<file path="src/rtl/uart_arb_pkg.sv">
// Shared types and constants for the UART transmit arbiter and its helpers.
// Holds the controller state encoding and the Amber UART register map.
package uart_arb_pkg;

    typedef enum logic [1:0] {
        ST_IDLE  = 2'd0,
        ST_POLL  = 2'd1,
        ST_GAP   = 2'd2,
        ST_WRITE = 2'd3
    } arb_state_t;

    localparam logic [15:0] UART_DR_OFS = 16'h0000;
    localparam logic [15:0] UART_FR_OFS = 16'h0018;
    localparam int          FR_TXFF_BIT = 5;

    // Requester indices are carried in 3 bits, enough for up to 8 requesters.
    localparam int          GRANT_IDX_W = 3;

    function automatic logic [7:0] sat_inc8(input logic [7:0] value);
        return (value == 8'hFF) ? value : value + 8'd1;
    endfunction

endpackage

</file>
<file path="src/rtl/rr_arbiter.sv">
// Combinational round-robin picker: first asserted request strictly after
// last_grant, wrapping to the lowest index when nothing lies above it.
module rr_arbiter
    import uart_arb_pkg::*;
#(
    parameter int N_REQ = 2
) (
    input  logic [N_REQ-1:0]       req,
    input  logic [GRANT_IDX_W-1:0] last_grant,
    output logic [N_REQ-1:0]       grant,
    output logic [GRANT_IDX_W-1:0] grant_idx,
    output logic                   grant_any
);

    logic [N_REQ-1:0] above_mask;
    logic [N_REQ-1:0] req_above;

    generate
        for (genvar gi = 0; gi < N_REQ; gi++) begin : g_mask
            assign above_mask[gi] = (GRANT_IDX_W'(gi) > last_grant);
        end
    endgenerate

    assign req_above = req & above_mask;
    assign grant_any = |req;

    // Lowest request above the pointer wins; otherwise the lowest overall.
    always_comb begin
        grant_idx = '0;
        for (int i = N_REQ - 1; i >= 0; i--) begin
            if (req[i]) begin
                grant_idx = GRANT_IDX_W'(i);
            end
        end
        for (int i = N_REQ - 1; i >= 0; i--) begin
            if (req_above[i]) begin
                grant_idx = GRANT_IDX_W'(i);
            end
        end
    end

    generate
        for (genvar gi = 0; gi < N_REQ; gi++) begin : g_grant
            assign grant[gi] = grant_any && (grant_idx == GRANT_IDX_W'(gi));
        end
    endgenerate

endmodule

</file>
<file path="src/rtl/uart_tx_arbiter.sv">
// Shares one Amber UART transmitter between byte-stream requesters: grants
// round-robin, polls FR until TX FIFO has room, then writes DR as a WB master.
module uart_tx_arbiter
    import uart_arb_pkg::*;
#(
    parameter int          N_REQ     = 2,
    parameter logic [31:0] UART_BASE = 32'h1600_0000,
    parameter int          POLL_MAX  = 255,
    parameter int          WB_DWIDTH = 32,
    parameter int          WB_SWIDTH = 4
) (
    input  logic                 i_clk,
    input  logic                 i_rst_n,
    input  logic [N_REQ-1:0]     i_req_valid,
    input  logic [8*N_REQ-1:0]   i_req_data,
    output logic [N_REQ-1:0]     o_req_ready,
    output logic                 o_busy,
    output logic                 o_drop,
    output logic [2:0]           o_drop_id,
    output logic [31:0]          o_wb_adr,
    output logic [WB_SWIDTH-1:0] o_wb_sel,
    output logic                 o_wb_we,
    output logic [WB_DWIDTH-1:0] o_wb_dat,
    input  logic [WB_DWIDTH-1:0] i_wb_dat,
    output logic                 o_wb_cyc,
    output logic                 o_wb_stb,
    input  logic                 i_wb_ack,
    input  logic                 i_wb_err
);

    localparam logic [7:0]  POLL_LIMIT = 8'(POLL_MAX);
    localparam logic [31:0] FR_ADR     = UART_BASE | {16'h0000, UART_FR_OFS};
    localparam logic [31:0] DR_ADR     = UART_BASE | {16'h0000, UART_DR_OFS};

    arb_state_t                 state_reg, state_next;
    logic [GRANT_IDX_W-1:0]     last_grant_reg, last_grant_next;
    logic [GRANT_IDX_W-1:0]     gid_reg, gid_next;
    logic [7:0]                 byte_reg, byte_next;
    logic [7:0]                 poll_cnt_reg, poll_cnt_next;
    logic                       drop_reg, drop_next;
    logic [2:0]                 drop_id_reg, drop_id_next;
    logic                       cyc_reg, cyc_next;
    logic                       we_reg, we_next;
    logic [31:0]                adr_reg, adr_next;
    logic [WB_DWIDTH-1:0]       dat_reg, dat_next;

    logic [N_REQ-1:0]           arb_grant;
    logic [GRANT_IDX_W-1:0]     arb_idx;
    logic                       arb_any;
    logic [7:0]                 req_byte;
    logic [7:0]                 poll_inc;
    logic                       handshake, ack_seen, err_seen, fifo_full;
    logic                       unused_wb_dat;

    rr_arbiter #(
        .N_REQ(N_REQ)
    ) u_rr (
        .req        (i_req_valid),
        .last_grant (last_grant_reg),
        .grant      (arb_grant),
        .grant_idx  (arb_idx),
        .grant_any  (arb_any)
    );

    always_comb begin
        req_byte = '0;
        for (int k = 0; k < N_REQ; k++) begin
            if (arb_grant[k]) begin
                req_byte = i_req_data[8*k +: 8];
            end
        end
    end

    assign o_req_ready   = (state_reg == ST_IDLE) ? arb_grant : '0;
    assign handshake     = (state_reg == ST_IDLE) && arb_any;
    // Responses only count inside our own cycle; err outranks a coincident ack.
    assign err_seen      = i_wb_err && cyc_reg;
    assign ack_seen      = i_wb_ack && cyc_reg && !i_wb_err;
    assign fifo_full     = i_wb_dat[FR_TXFF_BIT];
    assign poll_inc      = sat_inc8(poll_cnt_reg);
    assign unused_wb_dat = ^i_wb_dat;

    always_comb begin
        state_next      = state_reg;
        last_grant_next = last_grant_reg;
        gid_next        = gid_reg;
        byte_next       = byte_reg;
        poll_cnt_next   = poll_cnt_reg;
        drop_next       = 1'b0;
        drop_id_next    = drop_id_reg;

        case (state_reg)
            ST_IDLE: begin
                if (handshake) begin
                    byte_next       = req_byte;
                    gid_next        = arb_idx;
                    last_grant_next = arb_idx;
                    poll_cnt_next   = '0;
                    state_next      = ST_POLL;
                end
            end
            ST_POLL: begin
                if (err_seen || (ack_seen && fifo_full)) begin
                    poll_cnt_next = poll_inc;
                    if (poll_inc >= POLL_LIMIT) begin
                        drop_next    = 1'b1;
                        drop_id_next = gid_reg;
                        state_next   = ST_IDLE;
                    end else begin
                        state_next = ST_GAP;
                    end
                end else if (ack_seen) begin
                    state_next = ST_WRITE;
                end
            end
            ST_GAP: begin
                state_next = ST_POLL;
            end
            ST_WRITE: begin
                if (err_seen) begin
                    drop_next    = 1'b1;
                    drop_id_next = gid_reg;
                    state_next   = ST_IDLE;
                end else if (ack_seen) begin
                    state_next = ST_IDLE;
                end
            end
            default: begin
                state_next = ST_IDLE;
            end
        endcase

        // Bus outputs follow the state being entered, so they only move on
        // edges into or out of POLL/WRITE and stay frozen while waiting.
        cyc_next = 1'b0;
        we_next  = 1'b0;
        adr_next = '0;
        dat_next = '0;
        if (state_next == ST_POLL) begin
            cyc_next = 1'b1;
            adr_next = FR_ADR;
        end else if (state_next == ST_WRITE) begin
            cyc_next = 1'b1;
            we_next  = 1'b1;
            adr_next = DR_ADR;
            dat_next = WB_DWIDTH'(byte_reg);
        end
    end

    always_ff @(posedge i_clk or negedge i_rst_n) begin
        if (!i_rst_n) begin
            state_reg      <= ST_IDLE;
            last_grant_reg <= GRANT_IDX_W'(N_REQ - 1);
            gid_reg        <= '0;
            byte_reg       <= '0;
            poll_cnt_reg   <= '0;
            drop_reg       <= 1'b0;
            drop_id_reg    <= '0;
            cyc_reg        <= 1'b0;
            we_reg         <= 1'b0;
            adr_reg        <= '0;
            dat_reg        <= '0;
        end else begin
            state_reg      <= state_next;
            last_grant_reg <= last_grant_next;
            gid_reg        <= gid_next;
            byte_reg       <= byte_next;
            poll_cnt_reg   <= poll_cnt_next;
            drop_reg       <= drop_next;
            drop_id_reg    <= drop_id_next;
            cyc_reg        <= cyc_next;
            we_reg         <= we_next;
            adr_reg        <= adr_next;
            dat_reg        <= dat_next;
        end
    end

    assign o_busy    = (state_reg != ST_IDLE);
    assign o_drop    = drop_reg;
    assign o_drop_id = drop_id_reg;
    assign o_wb_cyc  = cyc_reg;
    assign o_wb_stb  = cyc_reg;
    assign o_wb_we   = we_reg;
    assign o_wb_adr  = adr_reg;
    assign o_wb_dat  = dat_reg;
    assign o_wb_sel  = '1;

endmodule

</file>
<file path="config.mk">
export PLATFORM = sky130hd
export DESIGN_NAME = uart_tx_arbiter
export DESIGN_NICKNAME = d
export VERILOG_FILES = /design/src/rtl/uart_arb_pkg.sv /design/src/rtl/rr_arbiter.sv /design/src/rtl/uart_tx_arbiter.sv
export SDC_FILE = /design/constraint.sdc
export NUM_CORES = 1
export LEC_CHECK = 0
export BUFFER_PORTS_ARGS = -buffer_cell sky130_fd_sc_hd__buf_2
export CELL_PAD_IN_SITES_DETAIL_PLACEMENT = 1
export CELL_PAD_IN_SITES_GLOBAL_PLACEMENT = 1
export CORE_AREA = 3 3 91 93
export DETAILED_ROUTE_END_ITERATION = 6
export DIE_AREA = 0 0 94 96
export GPL_TIMING_DRIVEN = 0
export PLACE_DENSITY = 0.87
export SLEW_MARGIN = 5
export SYNTH_ARGS = -nofsm -noshare
export SYNTH_HDL_FRONTEND = slang
export SYNTH_SLANG_ARGS = --single-unit
</file>
<file path="constraint.sdc">
create_clock -name i_clk -period 2 [get_ports i_clk]
set_input_delay 0.2 -clock i_clk [delete_from_list [all_inputs] [get_ports i_clk]]
set_output_delay 0.2 -clock i_clk [all_outputs]
set_load 0.01 [all_outputs]
</file>
==> metrics.txt <==
# TYPE chip_impl_metric gauge
chip_impl_info{name="run_status",value="finished, violations left"} 1
chip_impl_info{name="violated_checks",value="setup timing"} 1
chip_impl_info{name="yosys_most_used_dff",value="sky130_fd_sc_hd__dfrtp_1"} 1
chip_impl_metric{name="antenna_violating_nets_post_route",unit=""} 0
chip_impl_metric{name="post_synth_instance_area",unit="sq mm"} 0.00201
chip_impl_metric{name="antenna_fix_cells",unit=""} 0
chip_impl_metric{name="hold_ws",unit="ns"} 0.134
chip_impl_metric{name="vias_per_cell",unit=""} 4.07
chip_impl_metric{name="p_per_area",unit="mW/mm^2"} 982
chip_impl_metric{name="synthArstFlopShare",unit=""} 1.00
chip_impl_metric{name="finish.net_count",unit=""} 382
chip_impl_metric{name="die_w",unit="microns"} 94
chip_impl_info{name="rsz0062_at_grt",value="true"} 1
chip_impl_metric{name="detail_route.wirelength",unit="microns"} 5410
chip_impl_metric{name="power.ir.vdd_worst",unit="uV"} 254
chip_impl_metric{name="worst-path-max-fanout",unit=""} 5
chip_impl_metric{name="drive_above_1_share",unit=""} 0.450
chip_impl_info{name="timing.critical_path.to_type",value="flop"} 1
chip_impl_metric{name="max_freq",unit="MHz"} 473
chip_impl_metric{name="report.final.hold_viol_count",unit=""} 0
chip_impl_metric{name="yosys.cell_types.count",unit=""} 44
chip_impl_info{name="mostFrequentLayoutCells",value="74 x sky130_fd_sc_hd__buf_4, 57 x sky130_fd_sc_hd__conb_1, 43 x sky130_fd_sc_hd__buf_2, 29 x sky130_fd_sc_hd__dfrtp_1, 16 x sky130_fd_sc_hd__nand2_1"} 1
chip_impl_metric{name="synth_warnings",unit=""} 0
chip_impl_info{name="timing.critical_path.cells",value="and4_1 -> buf_6 -> nand2_4 -> or4b_4 -> a211oi_4 -> a31o_4 -> mux2_4"} 1
chip_impl_metric{name="post_route_skew",unit="ns"} 0.00329
chip_impl_metric{name="design.core.area",unit="sq mm"} 0.00761
chip_impl_info{name="synth_largest_area_cell",value="sky130_fd_sc_hd__dfrtp_1"} 1
chip_impl_metric{name="clock_insertion_delay_worst_skew",unit="ns"} 0.28
chip_impl_metric{name="placement_rows",unit=""} 32
chip_impl_metric{name="netlist_instances",unit=""} 211
chip_impl_metric{name="ctsLongestPathBuffers",unit=""} 2
chip_impl_metric{name="die_height",unit="microns"} 96
chip_impl_metric{name="layout_setup_ws",unit="ns"} -0.115
chip_impl_info{name="setup.worst_path.start_class",value="flop"} 1
chip_impl_metric{name="synth_sequential_area_ratio",unit=""} 0.399
chip_impl_metric{name="drc_violation_count_after_routing",unit=""} 0
chip_impl_metric{name="pin_count",unit=""} 132
chip_impl_metric{name="worst_setup_hold_path_clk_slew",unit="ns"} 0.07
chip_impl_metric{name="htree_num_levels",unit=""} 2
chip_impl_metric{name="initial_utilization",unit=""} 0.264
chip_impl_metric{name="dr.first_iter.drc_count",unit=""} 50
chip_impl_metric{name="pre_antenna_drt_iters",unit=""} 4
chip_impl_metric{name="postSynthRegisterBits",unit=""} 32
chip_impl_metric{name="grt_util_overall",unit=""} 0.120
chip_impl_metric{name="dp.cells",unit=""} 411
chip_impl_metric{name="die-area",unit="sq mm"} 0.00902
chip_impl_info{name="hold_path_class",value="in -> reg"} 1
chip_impl_metric{name="synth-edff-count",unit=""} 0
chip_impl_metric{name="final_period_minus_worst_setup_slack",unit="ns"} 2.12
chip_impl_metric{name="final_max_slew_viol_count",unit=""} 0
chip_impl_metric{name="cts_sinks",unit=""} 32
chip_impl_metric{name="yosys.area_share.adder",unit=""} 0.00622
chip_impl_metric{name="layout-area-overhead-vs-synth",unit="%"} 40.0
chip_impl_metric{name="total_leakage_power",unit="nW"} 1.54
chip_impl_metric{name="critPathRequiredTime",unit="ns"} 2.17
chip_impl_metric{name="antenna_found_initial",unit=""} 0
chip_impl_metric{name="gr-total-overflow",unit=""} 0
chip_impl_metric{name="gpl.final_weighted_congestion",unit=""} 0.876
chip_impl_info{name="dominant_combinational_cell_family_by_area_after_synthesis",value="buffers and inverters"} 1
chip_impl_metric{name="relSlewSlack",unit=""} 0.525
chip_impl_info{name="worst_path_max_delay_cell",value="sky130_fd_sc_hd__or4b_4"} 1
chip_impl_metric{name="routed_via_count",unit=""} 1745
chip_impl_metric{name="groute.layer.met1.usage",unit=""} 0.135
chip_impl_metric{name="drv_cap",unit=""} 0
chip_impl_metric{name="global_route.usage.met3",unit=""} 0.0360
chip_impl_metric{name="multiplexer_share_of_the_synthesized_area",unit=""} 0.0174
chip_impl_metric{name="post_synth_xor_area_fraction",unit=""} 0.00436
chip_impl_metric{name="placement.io_buffers",unit=""} 43
chip_impl_metric{name="number_of_global_route_vias_before_repair",unit=""} 1784
chip_impl_metric{name="finalNonFillerCells",unit=""} 429
chip_impl_metric{name="yosys.area_share.simple",unit=""} 0.167
chip_impl_metric{name="yosys.area.top_type_share",unit=""} 0.386
chip_impl_info{name="tritoncts",value="yes"} 1
chip_impl_metric{name="tightest_pin_transition",unit="ns"} 0.712
chip_impl_metric{name="dp.final_hpwl",unit="microns"} 4080
chip_impl_metric{name="grt_max_degree",unit=""} 33
chip_impl_info{name="clockRootBuffer",value="sky130_fd_sc_hd__clkbuf_8"} 1
chip_impl_info{name="layout.cells.most_common",value="sky130_fd_sc_hd__buf_4"} 1
chip_impl_metric{name="globalRouteMet2Util",unit=""} 0.221
chip_impl_metric{name="grt_pass1_wl",unit="microns"} 8440
chip_impl_info{name="synth.area.top_cells",value="sky130_fd_sc_hd__dfrtp_1 39%, sky130_fd_sc_hd__buf_4 24%, sky130_fd_sc_hd__and2_1 3.1%"} 1
chip_impl_metric{name="post_synth.cell_area_avg",unit="sq um"} 9.53
chip_impl_metric{name="cts_made_buffers",unit=""} 5
chip_impl_metric{name="data_arrival_time_of_the_worst_path",unit="ns"} 2.28
chip_impl_info{name="global_route.peak_usage_layer",value="met2"} 1
chip_impl_metric{name="finalSetupViolCount",unit=""} 1
chip_impl_metric{name="cpPeakStageDelay",unit="ns"} 0.49
chip_impl_metric{name="fin_crit_sh",unit=""} 1.06
chip_impl_metric{name="detail_route.wl_per_cell",unit="microns"} 12.6
chip_impl_info{name="setup.worst_path.class",value="reg -> reg"} 1
chip_impl_metric{name="synth_compound_area_frac",unit=""} 0.129
## final cells by class
| cell class | instances | area [sq um] |
|---|---|---|
| Fill cell | 932 | 4790 |
| Multi-Input combinational cell | 157 | 925 |
| Sequential cell | 32 | 805 |
| Buffer | 66 | 512 |
| Timing Repair Buffer | 56 | 315 |
| Tap cell | 102 | 128 |
| Clock buffer | 7 | 96.3 |
| Inverter | 9 | 33.8 |
## cell usage after synthesis (2+ instances only)
cell type,number
sky130_fd_sc_hd__a211oi_1,2
sky130_fd_sc_hd__a21o_1,2
sky130_fd_sc_hd__a21oi_1,2
sky130_fd_sc_hd__a222oi_1,6
sky130_fd_sc_hd__a31oi_1,7
sky130_fd_sc_hd__and2_1,10
sky130_fd_sc_hd__and3_1,2
sky130_fd_sc_hd__buf_4,63
sky130_fd_sc_hd__clkbuf_1,3
sky130_fd_sc_hd__conb_1,2
sky130_fd_sc_hd__dfrtp_1,31
sky130_fd_sc_hd__inv_1,9
sky130_fd_sc_hd__mux2i_1,2
sky130_fd_sc_hd__nand2_1,16
sky130_fd_sc_hd__nand3_1,4
sky130_fd_sc_hd__nand4_1,2
sky130_fd_sc_hd__nor2_1,12
sky130_fd_sc_hd__nor3_1,4
sky130_fd_sc_hd__o21ai_0,6
sky130_fd_sc_hd__or2_2,2
## repair_timing
item / 4_1_cts / 5_1_grt
gates resized for setup: 10 / 5
buffers inserted: 10 / 3
cloned: 0 / 0
pin swaps: 5 / 5
hold buffers: 1 / 0
endpoints found under the hold margin: 24 / 0
setup endpoints to repair: 15 / 14
## where the power goes
part           internal, mW  switching [mW]
Clock                 0.306           0.230
Sequential            0.851           0.123
Combinational         0.592           0.661
## stage by stage
stage | setup slack, ns | utilization | cell area [sq um] | total power [mW] | TNS [ns]
after floorplan | -0.0589 | - | 2220 | 1.74 | -0.0589
after global placement | -0.394 | 0.337 | 2560 | 2.04 | -2.64
after detailed placement | -0.443 | 0.337 | 2560 | 2.10 | -3.41
after CTS | -0.157 | 0.366 | 2780 | 2.76 | -0.157
after global routing | -0.175 | 0.370 | 2810 | 2.98 | -0.175
final | -0.115 | 0.370 | 2810 | 2.76 | -0.115
## path summary, 6_finish.rpt
kind                                                   from                     endpoint  slack [ns]  cells past startpoint
worst min-delay path                         i_req_data[12]      byte_reg[4]$_DFFE_PN0P_        0.13                      3
max in group asynchronous                           i_rst_n  poll_cnt_reg[0]$_DFFE_PN0P_        0.98                      2
worst max register to register  poll_cnt_reg[0]$_DFFE_PN0P_     o_drop_id[0]$_DFFE_PN0P_       -0.12                      7
worst min register to register      byte_reg[4]$_DFFE_PN0P_        o_wb_dat[4]$_DFF_PN0_        0.48                      1
min in group asynchronous                           i_rst_n       gid_reg[0]$_DFFE_PN0P_        0.51                      2
worst max-delay path            poll_cnt_reg[0]$_DFFE_PN0P_     o_drop_id[0]$_DFFE_PN0P_       -0.12                      7
## logic make-up (layout without fill, tap and decap cells)
kind of cell,after synthesis,in the layout
xor gates and xnor gates,1,1
and+or+nand+nor,62,62
buffers and inverters,77,138
muxes,3,3
AOI/OAI and AO/OA,33,33
other,2,57
adders and majority gates,1,1
DFF,32,32
## metal layers
metal / vias to the layer above / share of wire
met3: 6 / 0.086
met4: 0 / 0.0081
met2: 81 / 0.52
li1: 836 / -
met5: - / 0
met1: 822 / 0.38
## critical path: cells and delay by family, from the launching register on
| kind | cells | cell delay, ns |
|---|---|---|
| flip-flops | 1 | 0.43 |
| AND/OR/NAND/NOR | 3 | 0.75 |
| AO/OA/AOI/OAI | 2 | 0.43 |
| multiplexers | 1 | 0.29 |
| buffers and inverters | 1 | 0.11 |
Note: power is estimated with default switching activity, not from simulation.
